`src/rtl/spi_command_receiver_if.sv`:
```
// spi_command_receiver_if: SPI pins plus the downstream address/register strobe bus.
interface spi_command_receiver_if;
  logic       sclk;
  logic       mosi;
  logic       csN;
  logic       miso;
  logic [7:0] readData;
  logic [7:0] dataBus;
  logic       addrSel;
  logic       en;
  logic       rdWr;
  logic       frameErr;
  modport slave (input sclk, mosi, csN, readData, output miso, dataBus, addrSel, en, rdWr, frameErr);
  modport master (output sclk, mosi, csN, readData, input miso, dataBus, addrSel, en, rdWr, frameErr);
endinterface

```
`src/rtl/spi_command_receiver.sv`:
```
// spi_command_receiver: SPI mode-0 slave decoding a command/address byte followed by
// data bytes, emitting one-cycle en strobes to a downstream register stage.
module spi_command_receiver #(
  parameter int SYNC_STAGES   = 2,
  parameter int CLK_RATIO_MIN = 16
) (
  input logic                    clk,
  input logic                    rst,
  spi_command_receiver_if.slave  bus
);
  if (CLK_RATIO_MIN < 2 * SYNC_STAGES + 8) begin : g_ratio_guard
    $error("CLK_RATIO_MIN too small to fit synchroniser latency and the strobe sequence");
  end
  typedef enum logic [2:0] {IDLE, CMD, ADDR_OUT, DATA, DATA_OUT} state_t;
  state_t                       state_q;
  logic [SYNC_STAGES-1:0][2:0]  sync_q;
  logic                         sclk_prev_q, csn_prev_q;
  logic [2:0]                   cnt_q;
  logic [1:0]                   ph_q;
  logic [7:0]                   rx_q, tx_q, byte_q, data_q;
  logic                         addr_sel_q, en_q, rd_wr_q, ferr_q;
  logic                         sclk_s, mosi_s, csn_s;
  logic                         sclk_rise, sclk_fall, csn_rise, csn_fall, wrap;
  logic [7:0]                   rx_d;
  assign sclk_s    = sync_q[SYNC_STAGES-1][0];
  assign mosi_s    = sync_q[SYNC_STAGES-1][1];
  assign csn_s     = sync_q[SYNC_STAGES-1][2];
  assign sclk_rise = sclk_s & ~sclk_prev_q;
  assign sclk_fall = ~sclk_s & sclk_prev_q;
  assign csn_rise  = csn_s & ~csn_prev_q;
  assign csn_fall  = ~csn_s & csn_prev_q;
  assign rx_d      = {rx_q[6:0], mosi_s};
  assign wrap      = sclk_rise && cnt_q == 3'd7;
  assign bus.miso     = tx_q[7];
  assign bus.dataBus  = data_q;
  assign bus.addrSel  = addr_sel_q;
  assign bus.en       = en_q;
  assign bus.rdWr     = rd_wr_q;
  assign bus.frameErr = ferr_q;
  always_ff @(posedge clk) begin
    if (rst) begin
      state_q     <= IDLE;
      sync_q      <= '0;
      sclk_prev_q <= 1'b0;
      csn_prev_q  <= 1'b0;
      cnt_q       <= 3'd0;
      ph_q        <= 2'd0;
      rx_q        <= 8'h00;
      tx_q        <= 8'h00;
      byte_q      <= 8'h00;
      data_q      <= 8'h00;
      addr_sel_q  <= 1'b1;
      en_q        <= 1'b0;
      rd_wr_q     <= 1'b0;
      ferr_q      <= 1'b0;
    end else begin
      sync_q[0] <= {bus.csN, bus.mosi, bus.sclk};
      for (int i = 1; i < SYNC_STAGES; i++) sync_q[i] <= sync_q[i-1];
      sclk_prev_q <= sclk_s;
      csn_prev_q  <= csn_s;
      ferr_q      <= 1'b0;
      if (csn_rise) begin
        state_q <= IDLE;
        cnt_q   <= 3'd0;
        ph_q    <= 2'd0;
        rx_q    <= 8'h00;
        tx_q    <= 8'h00;
        en_q    <= 1'b0;
        ferr_q  <= cnt_q != 3'd0;
      end else if (state_q == IDLE) begin
        if (csn_fall) begin
          state_q <= CMD;
          cnt_q   <= 3'd0;
        end
      end else begin
        if (sclk_rise) begin
          rx_q  <= rx_d;
          cnt_q <= cnt_q + 3'd1;
        end
        // The falling edge right after a byte boundary would discard a freshly loaded MSB before the master samples it.
        if (sclk_fall && cnt_q != 3'd0) tx_q <= {tx_q[6:0], 1'b0};
        case (state_q)
          CMD: if (wrap) begin
            rd_wr_q <= rx_d[7];
            byte_q  <= rx_d;
            ph_q    <= 2'd0;
            state_q <= ADDR_OUT;
          end
          DATA: if (wrap) begin
            byte_q <= rx_d;
            if (rd_wr_q) tx_q <= bus.readData;
            else state_q <= DATA_OUT;
          end
          ADDR_OUT, DATA_OUT: begin
            ph_q <= ph_q + 2'd1;
            en_q <= ph_q == 2'd1;
            if (ph_q == 2'd0) begin
              data_q     <= state_q == ADDR_OUT ? {4'b0000, byte_q[3:0]} : byte_q;
              addr_sel_q <= state_q == DATA_OUT;
            end
            if (ph_q == 2'd2) begin
              ph_q    <= 2'd0;
              state_q <= DATA;
              if (state_q == ADDR_OUT && rd_wr_q) tx_q <= bus.readData;
            end
          end
          default: ;
        endcase
      end
    end
  end
endmodule

```
`src/flat_wrapper.sv`:
```
// flat-port wrapper written by rule: the top's interface ports become plain ports
module spi_command_receiver_flat 
#(
  parameter int SYNC_STAGES   = 2,
  parameter int CLK_RATIO_MIN = 16
)
  (clk, rst, bus_sclk, bus_mosi, bus_csN, bus_readData, bus_miso, bus_dataBus, bus_addrSel, bus_en, bus_rdWr, bus_frameErr);
  spi_command_receiver_if bus_i ();
  input logic clk;
  input logic rst;
  input wire logic [$bits(bus_i.sclk)-1:0] bus_sclk;
  input wire logic [$bits(bus_i.mosi)-1:0] bus_mosi;
  input wire logic [$bits(bus_i.csN)-1:0] bus_csN;
  input wire logic [$bits(bus_i.readData)-1:0] bus_readData;
  output wire logic [$bits(bus_i.miso)-1:0] bus_miso;
  output wire logic [$bits(bus_i.dataBus)-1:0] bus_dataBus;
  output wire logic [$bits(bus_i.addrSel)-1:0] bus_addrSel;
  output wire logic [$bits(bus_i.en)-1:0] bus_en;
  output wire logic [$bits(bus_i.rdWr)-1:0] bus_rdWr;
  output wire logic [$bits(bus_i.frameErr)-1:0] bus_frameErr;
  assign bus_i.sclk = bus_sclk;
  assign bus_i.mosi = bus_mosi;
  assign bus_i.csN = bus_csN;
  assign bus_i.readData = bus_readData;
  assign bus_miso = bus_i.miso;
  assign bus_dataBus = bus_i.dataBus;
  assign bus_addrSel = bus_i.addrSel;
  assign bus_en = bus_i.en;
  assign bus_rdWr = bus_i.rdWr;
  assign bus_frameErr = bus_i.frameErr;
  spi_command_receiver #(.SYNC_STAGES(SYNC_STAGES), .CLK_RATIO_MIN(CLK_RATIO_MIN)) u_core (.clk(clk), .rst(rst), .bus(bus_i));
endmodule
```
`config.mk`:
```
export PLATFORM = sky130hd
export DESIGN_NAME = spi_command_receiver_flat
export DESIGN_NICKNAME = d
export VERILOG_FILES = /design/src/rtl/spi_command_receiver_if.sv /design/src/rtl/spi_command_receiver.sv /design/src/flat_wrapper.sv
export SDC_FILE = /design/constraint.sdc
export NUM_CORES = 1
export LEC_CHECK = 0
export ABC_CLOCK_PERIOD_IN_PS = 2260
export BUFFER_PORTS_ARGS = -buffer_cell sky130_fd_sc_hd__buf_2
export CORE_ASPECT_RATIO = 1.2
export CORE_MARGIN = 2
export CORE_UTILIZATION = 55
export CTS_BUF_LIST = sky130_fd_sc_hd__clkbuf_16
export CTS_CLUSTER_SIZE = 28
export DETAILED_ROUTE_END_ITERATION = 12
export PLACE_DENSITY = 0.78
export SLEW_MARGIN = 20
export SYNTH_ARGS = -nofsm -noshare
export SYNTH_HDL_FRONTEND = slang
export SYNTH_SLANG_ARGS = --single-unit
```
`constraint.sdc`:
```
create_clock -name clk -period 2.26 [get_ports clk]
set_input_delay 0.226 -clock clk [delete_from_list [all_inputs] [get_ports clk]]
set_output_delay 0.226 -clock clk [all_outputs]
set_load 0.005 [all_outputs]
```
# Yosys cells after proc, flatten, opt, wreduce, memory -nomap -nowiden
# Index checks and enable logic that the tools add are counted.
# classes
n_addsub	2
mul	0
n_div	0
order_cmp	0
eq_ne	13
shift	0
muxes	20
bitwise_logic	10
n_reduce_logical	21
# ops
operator	count
8-bit two-way mux	6
3-bit two-way mux	9
8-bit case mux with 2 select lines	1
4-bit AND reduction	3
3-bit by 1-bit != test with 1-bit output (second input constant)	3
3-bit case mux with 3 select lines	1
2-bit OR reduction	4
3-bit by 2-bit equality test with 1-bit output (second input constant)	2
3-bit equality test (second input constant)	2
1-bit inverter	6
2-bit AND reduction	3
6-bit AND reduction	1
1-bit AND	4
2-bit two-way mux	2
2-bit by 1-bit != test with 1-bit output (second input constant)	2
2-bit case mux with 2 select lines	1
2-bit nonzero test	2
4-bit nonzero test	1
3-bit by 1-bit adder with 3-bit output (second input constant)	1
3-bit by 1-bit equality test with 1-bit output (second input constant)	1
1-bit logical AND	3
3-bit zero test	1
3-bit != test (second input constant)	1
3-bit AND reduction	1
other kinds (5)	5
# word_totals
ff_bits	51
latch_bits	0
ram_bits	0
mem_bits_ro	0
in_bits	13
word_cells	81
mem_count	0

# Longest topological paths before layout
# Gate-level depths: netlist (run 1).
# depth
ltp_word	7
mapped_depth	7

# Least setup slack after synthesis (run 1)
# Ideal clock, no wire load.
# synth_path
kind	register -> register
start	register u_core.cnt_q[0]
end	register u_core.tx_q[1]
setup_time_ns	0.120
t_arrival_ns	1.759
required_ns	2.140
setup_slack_ns	0.381
path_stages_with_launch	8
path_buffers	0
cell_sequence	dfxtp_1 > inv_1 > ha_1 > nor2b_1 > nor3b_1 > o221a_2 > a211oi_4 > a211o_1
# synth_via
elab_chain_cells	6
# synth_lines
item	line	rtl
from (decl)	spi_command_receiver.sv:18	logic [2:0] cnt_q;
from (signal assigned)	spi_command_receiver.sv:78	cnt_q <= cnt_q + 3'd1;
3-bit nonzero test	spi_command_receiver.sv:81	if (sclk_fall && cnt_q != 3'd0) tx_q <= {tx_q[6:0], 1'b0};
1-bit logical AND	spi_command_receiver.sv:81	
8-bit two-way mux	spi_command_receiver.sv:81	
8-bit two-way mux, on equally long branches	spi_command_receiver.sv:104, spi_command_receiver.sv:91	
8-bit two-way mux, on equally long branches	spi_command_receiver.sv:101, spi_command_receiver.sv:89	
8-bit case mux with 2 select lines (*)	spi_command_receiver.sv:82	case (state_q)
to (signal assigned)	spi_command_receiver.sv:81	
to (signal assigned)	spi_command_receiver.sv:91	if (rd_wr_q) tx_q <= bus.readData;
to (signal assigned)	spi_command_receiver.sv:104	if (state_q == ADDR_OUT && rd_wr_q) tx_q <= bus.readData;
to (decl)	spi_command_receiver.sv:20	logic [7:0] rx_q, tx_q, byte_q, data_q;
# Mark *: on every way between the ends. The rest lies on a longest branch, timed or not.
# A chain may end at the register's enable or synchronous reset.

# Final worst setup path (run 1)
# layout_path
start	register u_core.cnt_q[0]
end	register u_core.tx_q[6]
# The elaborated chain is that of the path after synthesis.

==> flow_summary.json, run 1 <==
{
  "setup_viol": 0,
  "grt_pass1_vias": 1456,
  "dieHeight_um": 71.60,
  "start_util": 0.5764,
  "final_util": 0.6643,
  "finalMaxSlewViolations": 0,
  "drive_above_1_share": 0.2140,
  "fmax_mhz": 511.2,
  "min-delay-start": "bus_csN",
  "p_seq_frac": 0.541,
  "grt_max_degree": 31,
  "comb_power_share": 0.030,
  "syn_avg_cell_area_um2": 9.742,
  "instances_no_fill": 295,
  "reg2reg_slack_ns": 0.30,
  "cts_made_buffers": 5,
  "cts_setup_buffers": 0,
  "start_kind": "flop",
  "swShare": 0.2098,
  "dr.pass1.iters": 4,
  "cts_max_level": 2,
  "ys.warnings.count": 0,
  "vdd_drop_max_v": 0.0004554,
  "hpwl_um": 2581,
  "rsz0062_at_grt": "no",
  "die_area_mm2": 0.004320,
  "fin_crit_ns": 1.956,
  "ctsHoldBuffers": 0,
  "synthCells": 215,
  "finalSetupTns_ns": 0,
  "antenna_found_initial": 0,
  "ioPinCount": 26,
  "wl_per_cell_um": 12.74,
  "fp.dieW_um": 60.34,
  "cts_tree": "yes",
  "synthesis.area_mm2": 0.002095,
  "worstSetupStartpoint": "u_core.cnt_q[0]",
  "crit_required_ns": 2.44,
  "final_nets": 258,
  "power_density_mw_per_mm2": 696.5,
  "synth-seq-cells": 51,
  "crit_arrival_ns": 2.13,
  "tightest_slew_ns": 0.5524,
  "endpoint_kind": "flop",
  "met1_length_um": 1645,
  "synth_nets": 231,
  "clock_path_buffers": 2,
  "routed.top_layer": "met4",
  "crit_fanout": 7,
  "drc_errors": 0,
  "clkLatencyLatePin_ns": 0.29,
  "clock_skew_ns": 0.003929,
  "worstSetupPathType": "flop to flop",
  "drtAntennaViolNets": 0,
  "grt_overflow_total": 0,
  "cts-root-buf": "clkbuf_16",
  "grt_util_all_layers": 0.1974,
  "clockPowerShare": 0.429,
  "via_per_inst": 5.342,
  "ys_seq_area_frac": 0.4875,
  "synth_edf_count": 0,
  "numPortBuffers": 25,
  "yosysUniqueCellTypes": 40,
  "wl_met3_um": 134,
  "status": "finished, final reports clean",
  "hold_path_class": "primary input to flop",
  "async_flop_share": 0,
  "clk_pin_slew_ns": 0.07,
  "place.gp.congestion": 0.7759,
  "max-slew-margin-rel": 0.6306,
  "totalWireLength_um": 3757,
  "dp.cells": 287,
  "p_int_w": 0.001328,
  "wl_met2_um": 1868,
  "num_antenna_cells": 0,
  "rr_startpoint": "u_core.cnt_q[0]",
  "yosys_most_used_dff": "dfxtp_1",
  "power_switching_w": 0.0003527,
  "via_count": 1576,
  "drt-initial-drc-count": 40,
  "p_leak_nw": 1.061,
  "cts_resized": 0,
  "area_growth_pct": 15.23,
  "fillCellCount": 302,
  "period_share": 0.8656,
  "rows": 24,
  "finalHoldViolations": 0,
  "cts_sinks": 51,
  "grt_pass1_wl_um": 6410,
  "drv_cap": 0,
  "coreArea_mm2": 0.003633
}
-- cells in the mapped netlist, types with 2 or more instances --
cell type,n,area share
ha_1,3,0.018
nand2b_1,4,0.012
a21oi_1,13,0.031
nor3_1,3,0.0072
a221oi_1,2,0.0084
nor2b_1,10,0.030
buf_4,2,0.0072
nand2_1,18,0.032
inv_1,4,0.0072
mux2i_1,14,0.067
dfxtp_1,51,0.49
a31o_2,4,0.017
o21ai_0,4,0.0096
and3_1,14,0.042
clkbuf_1,7,0.013
a211o_1,7,0.029
nor3_4,2,0.016
a22oi_1,2,0.0072
nor2_1,25,0.045
nor3b_1,6,0.022
-- kinds of logic after synthesis --
group,after synthesis,share of synthesized area
buffers and inverters,15,0.03464
AND/OR/NAND/NOR,91,0.2461
AO/OA/AOI/OAI,40,0.1428
XOR/XNOR,1,0.004182
multiplexers,14,0.06690
adder cells (fa/ha/maj),3,0.01792
flip-flops,51,0.4875
-- metal layers --
| layer | vias up | global-route usage |
|---|---|---|
| li1 | 807 | - |
| met1 | 723 | 0.2309 |
| met2 | 36 | 0.3321 |
| met3 | 10 | 0.03971 |
| met4 | 0 | 0.1037 |
| met5 | - | 0 |
-- worst max-delay path: stages, from the launching register on --
cell and delay (ns):
dfxtp_1 0.38, ha_1 0.16, ha_1 0.15, nand3b_2 0.13, nor2_1 0.33, o21bai_1 0.23
and3_1 0.21, a211o_1 0.25
-- cells in the final DEF, fill, tap and decap left out, types with 2 or more instances in the layout --
cell type | Yosys | routed
dfxtp_1 | 51 | 51
nor2_1 | 25 | 25
buf_2 | 1 | 25
nand2_1 | 18 | 18
mux2i_1 | 14 | 14
and3_1 | 14 | 14
a21oi_1 | 13 | 13
nor2b_1 | 10 | 10
a211o_1 | 7 | 7
nor3b_1 | 6 | 6
buf_4 | 2 | 6
inv_1 | 4 | 5
clkbuf_16 | 0 | 5
nand2b_1 | 4 | 4
a31o_2 | 4 | 4
o21ai_0 | 4 | 4
nor3_1 | 3 | 3
ha_1 | 3 | 3
nor3_4 | 2 | 2
a221oi_1 | 2 | 2
a22oi_1 | 2 | 2
-- layout make-up --
| type | instances | area [um2] | area share |
|---|---|---|---|
| clock inverters | 3 | 16.27 | 0.006739 |
| inverters | 4 | 15.01 | 0.006221 |
| well taps | 52 | 65.06 | 0.02696 |
| flip-flops and latches | 51 | 1021 | 0.4230 |
| multi-input cells | 149 | 1001 | 0.4147 |
| clock buffers | 5 | 125.1 | 0.05184 |
| repair buffers | 31 | 170.2 | 0.07050 |
-- registers in the layout (all words and copies together), names as in the netlist --
signal,flops
u_core.state_q,3
u_core.bus.addrSel,1
u_core.sclk_prev_q,1
u_core.bus.en,1
u_core.bus.dataBus,8
u_core.csn_prev_q,1
u_core.cnt_q,3
u_core.bus.rdWr,1
u_core.mosi_s,1
u_core.byte_q,8
u_core.sclk_s,1
u_core.sync_q,3
u_core.tx_q,8
u_core.csn_s,1
u_core.rx_q,7
u_core.ph_q,2
u_core.bus.frameErr,1
-- stage by stage --
step	area (um2)	total power (W)	hold WS [ns]	setup WS (ns)
after floorplan	2095	0.0009619	0.3542	0.3809
after global placement	2272	0.0009793	0.4171	0.3611
after detailed placement	2272	0.0009801	0.4204	0.3255
after CTS	2414	0.001698	0.1461	0.2959
after global routing	2414	0.001735	0.1590	0.1315
final	2414	0.001681	0.1473	0.3039
-- power by group through the flow --
stage                     combinational (W)  clock (W)  sequential (W)
final                             0.0000503   0.000722        0.000909
after global routing              0.0000559   0.000770        0.000909
after CTS                         0.0000510   0.000737        0.000909
after detailed placement          0.0000505          0        0.000930
after global placement            0.0000498          0        0.000929
after floorplan                   0.0000346          0        0.000927
-- path summary, 6_finish.rpt --
path,to,depth (start not counted)
hold reg to reg,u_core.sclk_s,1
hold / removal,u_core.sync_q[2],2
setup reg to reg,u_core.tx_q[6],7
setup / recovery,u_core.tx_q[6],7
(Power assumes the default switching activity.)
==> run 2: changes to the inputs <==
--- a/config.mk
+++ b/config.mk
@@ -9,11 +9,11 @@
 export BUFFER_PORTS_ARGS = -buffer_cell sky130_fd_sc_hd__buf_2
 export CORE_ASPECT_RATIO = 1.2
 export CORE_MARGIN = 2
-export CORE_UTILIZATION = 55
+export CORE_UTILIZATION = 56
 export CTS_BUF_LIST = sky130_fd_sc_hd__clkbuf_16
 export CTS_CLUSTER_SIZE = 28
 export DETAILED_ROUTE_END_ITERATION = 12
-export PLACE_DENSITY = 0.78
+export PLACE_DENSITY = 0.79
 export SLEW_MARGIN = 20
 export SYNTH_ARGS = -nofsm -noshare
 export SYNTH_HDL_FRONTEND = slang
==> run 2 against run 1 <==
Against the previous run: total power up 7.4%; combinational power about the same; first-iteration DRC count up 100%; clock skew is 0.00093 ns lower; utilization increased by 0.62 points; sequential power about the same; global-route usage increased by 0.31 points; worst hold slack got worse by 0.0060 ns; via count down 0.70%; critical path type unchanged; highest routed layer unchanged.
==> flow_summary.json, run 2 (same netlist as run 1, synthesis figures left out) <==
{
  "cts_tree": "yes",
  "dr.pass1.iters": 4,
  "grt_util_all_layers": 0.2005,
  "grt_pass1_wl_um": 6410,
  "drc_errors": 0,
  "totalWireLength_um": 3818,
  "crit_fanout": 8,
  "numPortBuffers": 25,
  "slowest_stage": "a211oi_4",
  "rows": 24,
  "fin_crit_ns": 1.969,
  "clock_skew_ns": 0.002997,
  "setup_viol": 0,
  "crit_top_cell": "ha_1",
  "drtAntennaViolNets": 0,
  "via_per_inst": 5.569,
  "whs_ns": 0.1413,
  "hold_path_class": "primary input to flop",
  "finalMaxSlewViolations": 0,
  "design_area_mm2": 0.002416,
  "cp_top_family": "compound AO/OA/AOI/OAI gates",
  "endpoint_kind": "flop",
  "status": "finished, final reports clean",
  "cts_resized": 0,
  "max-slew-margin-rel": 0.6102,
  "worstSetupPathType": "flop to flop",
  "tightest_slew_ns": 0.5825,
  "layout_common_cells": "51 x dfxtp_1, 25 x nor2_1, 25 x buf_2",
  "crit_required_ns": 2.50,
  "fillCellCount": 299,
  "die_area_mm2": 0.004248,
  "pre_cts_slack_ns": 0.3334,
  "postPlaceCellArea_mm2": 0.002248,
  "coreArea_mm2": 0.003603,
  "antenna_found_initial": 0,
  "cts_made_buffers": 5,
  "fmax_mhz": 507.9,
  "power_density_mw_per_mm2": 747.1,
  "place.gp.congestion": 0.7802,
  "via_count": 1565,
  "fp.dieW_um": 59.83,
  "start_kind": "flop",
  "cpPeakStageDelay_ns": 0.39,
  "area_growth_pct": 15.35,
  "path_cells": "ha_1 -> ha_1 -> nand3b_2 -> nor2_1 -> o221a_2 -> a211oi_4 -> a211o_1",
  "clkLatencyLatePin_ns": 0.29,
  "finalSetupTns_ns": 0,
  "ctsHoldBuffers": 0,
  "grt_pass1_vias": 1453,
  "drive_above_1_share": 0.2107,
  "p_leak_nw": 1.067,
  "finalHoldViolations": 0,
  "clock_path_buffers": 2,
  "worst_slack_ns": 0.2910,
  "num_antenna_cells": 0,
  "cts_setup_buffers": 0,
  "wl_per_cell_um": 13.59,
  "path_buf_inv": 0,
  "ioPinCount": 26,
  "crit_arrival_ns": 2.21,
  "period_share": 0.8713,
  "rsz0062_at_grt": "no",
  "drt-initial-drc-count": 81,
  "clk_pin_slew_ns": 0.06,
  "start_util": 0.5813,
  "cts_max_level": 2,
  "grt_max_degree": 31,
  "grt_overflow_total": 0,
  "hpwl_um": 2628,
  "drv_cap": 0,
  "reg2reg_slack_ns": 0.29,
  "vdd_drop_max_v": 0.0005451,
  "cts-root-buf": "clkbuf_16",
  "regArea_mm2": 0.001021,
  "cts_sinks": 51,
  "fin_total_pwr_w": 0.001805,
  "layout_commonest_cell": "dfxtp_1",
  "dieHeight_um": 71.00,
  "final_nets": 257,
  "multi_input_area_mm2": 0.001001
}
-- run 2: changes by cell type in the layout (fill, tap and decap cells not counted), sizes merged --
cell / change
clkinvlp: -1
bufinv: +1
buf: -1
-- run 2: layout make-up --
class | count | share of cell area
tap | 39 | 0.02020
clock inverter | 3 | 0.01761
multi-input combinational | 149 | 0.4143
inverter | 4 | 0.006214
timing repair buffer | 30 | 0.06732
sequential | 51 | 0.4226
clock buffer | 5 | 0.05179
-- run 2: worst paths after layout --
check                           cells after the start              from                to
worst max-delay path                                7   u_core.cnt_q[0]    u_core.tx_q[7]
worst min-delay path                                2           bus_csN  u_core.sync_q[2]
worst max register to register                      7   u_core.cnt_q[0]    u_core.tx_q[7]
worst min register to register                      1  u_core.sync_q[0]     u_core.sclk_s
-- run 2: where the power goes --
group | switching (W) | total (W) | internal, W
clock network | 0.000323 | 0.000845 | 0.000522
logic | 0.0000313 | 0.0000502 | 0.0000189
registers | 0.00000435 | 0.000909 | 0.000905
total | 0.000359 | 0.00181 | 0.00145
-- run 2: per-stage QoR --
| stage | utilization | std cells |
|---|---|---|
| after floorplan | - | 215 |
| after global placement | 0.6240 | 273 |
| after detailed placement | 0.6240 | 273 |
| after CTS | 0.6705 | 281 |
| after global routing | 0.6705 | 281 |
| final | 0.6705 | 281 |
-- run 2: metal layers --
layer	routed length [um]	global-route usage	vias up
li1	-	-	804
met2	1942	0.3200	41
met3	173	0.06033	5
met5	0	0	-
met4	47	0.09630	0
met1	1654	0.2418	715
